[src/rtl/bht_update_buffer_pkg.sv]
// Shared types for the commit-gated BHT update buffer: core config subset,
// address width and the update record sent to the branch history table.
package bht_update_buffer_pkg;

  localparam int unsigned VLEN = 32;

  typedef struct packed {
    logic DebugEn;
  } cfg_t;

  localparam cfg_t cva6_cfg_empty = '{DebugEn: 1'b0};

  typedef struct packed {
    logic            valid;
    logic [VLEN-1:0] pc;
    logic            taken;
  } bht_update_t;

  localparam int unsigned BHT_UPD_W = $bits(bht_update_t);

endpackage

[src/rtl/bht_update_buffer.sv]
// Holds speculative branch resolutions in program order and releases one BHT
// update per committed branch; uncommitted entries are dropped on flush.
module bht_update_buffer
  import bht_update_buffer_pkg::*;
#(
  parameter cfg_t        CVA6Cfg       = cva6_cfg_empty,
  parameter int unsigned DEPTH         = 4,
  parameter int unsigned TRANS_ID_BITS = 3
) (
  input  logic                         clk_i,
  input  logic                         rst_i,
  input  logic                         flush_i,
  input  logic                         debug_mode_i,
  input  logic                         resolve_valid_i,
  input  logic [VLEN-1:0]              resolve_pc_i,
  input  logic                         resolve_taken_i,
  input  logic [TRANS_ID_BITS-1:0]     resolve_trans_id_i,
  input  logic                         commit_valid_i,
  input  logic [TRANS_ID_BITS-1:0]     commit_trans_id_i,
  output logic [BHT_UPD_W-1:0]         bht_update_o,
  output logic                         overflow_o,
  output logic [$clog2(DEPTH+1)-1:0]   count_o
);

  localparam int unsigned PW = $clog2(DEPTH);
  localparam int unsigned CW = $clog2(DEPTH+1);

  typedef struct packed {
    logic                     valid;
    logic                     committed;
    logic [TRANS_ID_BITS-1:0] trans_id;
    logic [VLEN-1:0]          pc;
    logic                     taken;
  } bht_upd_entry_t;

  bht_upd_entry_t [DEPTH-1:0] mem_q, mem_d;
  logic [PW-1:0] head_q, head_d, tail_q, tail_d;
  logic [CW-1:0] count_q, count_d;
  logic          overflow_q, overflow_d;

  logic        pop, full, push, upd_valid;
  logic [CW-1:0] kept;
  bht_update_t upd;

  assign pop  = mem_q[head_q].valid & mem_q[head_q].committed;
  assign full = (count_q == CW'(DEPTH));
  assign push = resolve_valid_i & ~flush_i & (~full | pop);

  always_comb begin
    mem_d      = mem_q;
    head_d     = head_q;
    tail_d     = tail_q;
    count_d    = count_q;
    overflow_d = 1'b0;
    kept       = '0;

    for (int i = 0; i < DEPTH; i++) begin
      if (commit_valid_i && mem_q[i].valid && mem_q[i].trans_id == commit_trans_id_i)
        mem_d[i].committed = 1'b1;
    end

    if (pop) begin
      mem_d[head_q] = '0;
      head_d        = head_q + PW'(1);
    end

    if (flush_i) begin
      // Surviving entries are the committed ones, contiguous from the new head.
      for (int i = 0; i < DEPTH; i++) begin
        if (!mem_d[i].committed) mem_d[i] = '0;
        else                     kept = kept + CW'(1);
      end
      tail_d  = head_d + kept[PW-1:0];
      count_d = kept;
    end else begin
      if (push) begin
        mem_d[tail_q].valid     = 1'b1;
        mem_d[tail_q].committed = commit_valid_i && (commit_trans_id_i == resolve_trans_id_i);
        mem_d[tail_q].trans_id  = resolve_trans_id_i;
        mem_d[tail_q].pc        = resolve_pc_i;
        mem_d[tail_q].taken     = resolve_taken_i;
        tail_d                  = tail_q + PW'(1);
      end
      overflow_d = resolve_valid_i & full & ~pop;
      count_d    = count_q + CW'(push) - CW'(pop);
    end
  end

  always_ff @(posedge clk_i or posedge rst_i) begin
    if (rst_i) begin
      mem_q      <= '0;
      head_q     <= '0;
      tail_q     <= '0;
      count_q    <= '0;
      overflow_q <= 1'b0;
    end else begin
      mem_q      <= mem_d;
      head_q     <= head_d;
      tail_q     <= tail_d;
      count_q    <= count_d;
      overflow_q <= overflow_d;
    end
  end

  // Debug mode still pops the head, it just never trains the predictor.
  assign upd_valid = pop & ~(CVA6Cfg.DebugEn & debug_mode_i);

  always_comb begin
    upd = '0;
    if (upd_valid) begin
      upd.valid = 1'b1;
      upd.pc    = mem_q[head_q].pc;
      upd.taken = mem_q[head_q].taken;
    end
  end

  assign bht_update_o = upd;
  assign overflow_o   = overflow_q;
  assign count_o      = count_q;

endmodule
[config.mk]
export PLATFORM = sky130hd
export DESIGN_NAME = bht_update_buffer
export DESIGN_NICKNAME = d
export VERILOG_FILES = /design/src/rtl/bht_update_buffer_pkg.sv /design/src/rtl/bht_update_buffer.sv
export SDC_FILE = /design/constraint.sdc
export NUM_CORES = 1
export LEC_CHECK = 0
export CAP_MARGIN = 10
export CORE_UTILIZATION = 50
export DETAILED_ROUTE_END_ITERATION = 7
export GPL_TIMING_DRIVEN = 1
export PLACE_DENSITY_LB_ADDON = 0.3
export SETUP_SLACK_MARGIN = 0.15
export SYNTH_ARGS = -nofsm -noshare
export SYNTH_HDL_FRONTEND = slang
export SYNTH_SLANG_ARGS = --single-unit
[constraint.sdc]
create_clock -name clk_i -period 7.4 [get_ports clk_i]
set_input_delay 1.85 -clock clk_i [delete_from_list [all_inputs] [get_ports clk_i]]
set_output_delay 1.85 -clock clk_i [all_outputs]
set_load 0.02 [all_outputs]
==> results.yml <==
outcome:
  status: "finished clean"
placement:
  port_buffers: 81
  preCtsSetupSlack_ns: 2.524
  gp_congestion: 0.7886
  post-place-cells: 857
  hpwl_um: 11510
die:
  fp-row-count: 45
  core_area_um2: 15200
  floorplan.initialDensity_pct: 51.34
  design.die.area_um2: 16110
  die_h_um: 126.9
  die_w_um: 126.9
  ios: 83
critical_path:
  cp_cell_sequence: "inv_4, mux4_2, inv_2, and2_1, clkdlybuf4s50_1"
  worstSetupStartpointType: "register"
  r2r-end: "tail_q[1]$_DFFE_PP0P_"
  r2r_slack_ns: 3.34
  r2r-start: "head_q[0]$_DFF_PP0_"
  max_stage_delay_ns: 0.61
  crit_required_ns: 5.55
  r2r_cells: 16
  crit_type: "reg2out"
  arrival_ns: 2.93
  cpMaxStageDelayCell: "clkdlybuf4s50_1"
  endpoint_kind: "output port"
  critical_path.max_fanout: 45
timing:
  slew_viol_final: 0
  layout_setup_ws_ns: 2.622
  final.setup.tns_ns: 0
  timing.fmax_mhz: 209.3
  period_minus_slack_ns: 4.778
  worst_pin_slew_ns: 1.096
  period_share_pct: 64.56
  hold_viol: 0
  rsz0062_at_grt: "no"
  skew_ns: 0.008272
  max-slew-margin-rel_pct: 26.78
  setup_viol: 0
clock_tree:
  cts_root_buffer: "clkbuf_16"
  cts_tree: "built"
  cts.clk_slew.worst_paths_ns: 0.06
  cts_buffer_depth: 2
  post-cts-setup-buffers: 0
  htree_levels: 4
  cts-resized-gates: 0
  cts.sinks: 160
  cts_buffers: 17
  clock_latency_ns: 0.43
  ctsHoldBuffers: 0
synthesis:
  synthesis.area_um2: 7805
  ys_types: 41
  ys_ff_latch: 160
  synth_seq_area_share_pct: 51.30
  ys.warnings.count: 0
  synth_async_sr_flop_share_pct: 100.0
  synth_edf_count: 0
  synth_cells: 637
  syn_avg_cell_area_um2: 12.25
  ys.flop_type: "dfrtp_1"
  syn_nets: 697
routing:
  dr.pass1.iters: 5
  wl_per_cell_um: 22.98
  viasPerCell: 6.470
  vias: 5752
  initialDrtViolationCount: 596
  ant_nets: 0
  route.detailed.drc: 0
  routed_wl_um: 20430
finish:
  syn_to_final_growth_pct: 17.91
  nets: 748
  final_core_util_pct: 60.54
  diodes: 0
  final_cell_mix: "158 x dfrtp_1, 108 x a22o_1, 80 x clkdlybuf4s50_1, 45 x and2_1, 42 x a21oi_1"
  layout.cells.non_filler: 889
  drive_above_1_share_pct: 13.27
  final_common_cell: "dfrtp_1"
power:
  power_uw: 3031
  total_leakage_power_uw: 0.004044
  powerDensity_nw_per_um2: 329.4
  ir_drop_v: 0.0002019
hold_path:
  hold_end: "mem_q[98]$_DFF_PP0_"
  hold_class: "reg2reg"
  min_from: "mem_q[98]$_DFF_PP0_"
  hold_depth: 1
run:
  maxCapViolations: 0
grt:
  grt_pass1_vias: 6054
  grt_pass1_wl_um: 33280
  overflow: 0
  grt_usage_pct: 27.14
  antenna_found_initial: 0
  grt_max_degree: 96
cell families after synthesis:
logic type / Yosys count / synth area share (%)
compound gates: 205 / 19.21
buf+inv: 76 / 5.787
flops: 160 / 51.30
mux: 38 / 10.52
xor+xnor: 23 / 2.581
simple gates: 120 / 8.112
fa+ha+maj: 15 / 2.501
where the power goes:
part | internal [uW] | switching, uW | total, uW
combinational | 399 | 524 | 923
sequential | 1040 | 106 | 1150
clock | 593 | 367 | 960
worst max-delay path by stage:
stage	slack (ns)	depth (start not counted)	to	start
final	2.62	5	bht_update_o[13]	head_q[0]$_DFF_PP0_
after global routing	2.49	5	bht_update_o[17]	head_q[0]$_DFF_PP0_
after CTS	2.58	5	bht_update_o[20]	head_q[0]$_DFF_PP0_
after detailed placement	2.52	14	tail_q[1]$_DFFE_PP0P_	commit_trans_id_i[1]
after global placement	2.55	14	tail_q[1]$_DFFE_PP0P_	commit_trans_id_i[1]
after floorplan	1.23	1	count_o[0]$_DFF_PP0_	rst_i
cell usage after synthesis, drive strengths merged (2+ instances only):
master	instances	share of area (%)
clkbuf	20	0.96
xnor2	16	1.8
nand2	24	1.3
nand2b	2	0.16
a21oi	42	2.7
nand4	2	0.16
buf	41	4.1
nor2	6	0.29
and2	45	3.6
mux4	35	10
xor2	7	0.79
a22o	108	12
a22oi	3	0.29
o21ai	39	2.5
dfrtp	160	51
mux2	2	0.29
a41oi	3	0.34
nand3	39	2.5
inv	15	0.75
ha	14	2.2
area by class of cell:
class | count | area, um2
inverter | 15 | 63.81
clock inverter | 12 | 177.7
sequential | 160 | 4006
multi-input combinational | 401 | 3357
clock buffer | 20 | 466.7
timing repair buffer | 93 | 895.9
fill | 1192 | 6000
tap | 188 | 235.2
worst max-delay path, delay by kind of cell, from the launching register on:
family	cells	cell delay (ns)
buf+inv	3	1.25
mux	1	0.58
flops	1	0.42
simple gates	1	0.24
state kept, by name, summed over array words and instances, names as in the netlist:
signal,flops
overflow_o,1
head_q,2
mem_q,152
tail_q,2
count_o,3
metrics by stage:
step | hold WS, ns | cell area, um2
after floorplan | 0.4606 | 7805
after global placement | 0.4766 | 8558
after detailed placement | 0.4801 | 8558
after CTS | 0.4994 | 9203
after global routing | 0.5163 | 9203
final | 0.4966 | 9203
metal layers:
layer	GRT usage, %	part of all wire (%)	routed length, um	vias up
li1	-	-	-	2461
met1	36.75	42	8517	2936
met2	42.73	48	9843	311
met3	6.369	8.1	1664	44
met4	10.50	2.0	406	0
met5	0	0	0	-
No activity file was read; power rests on OpenSTA's default activity.
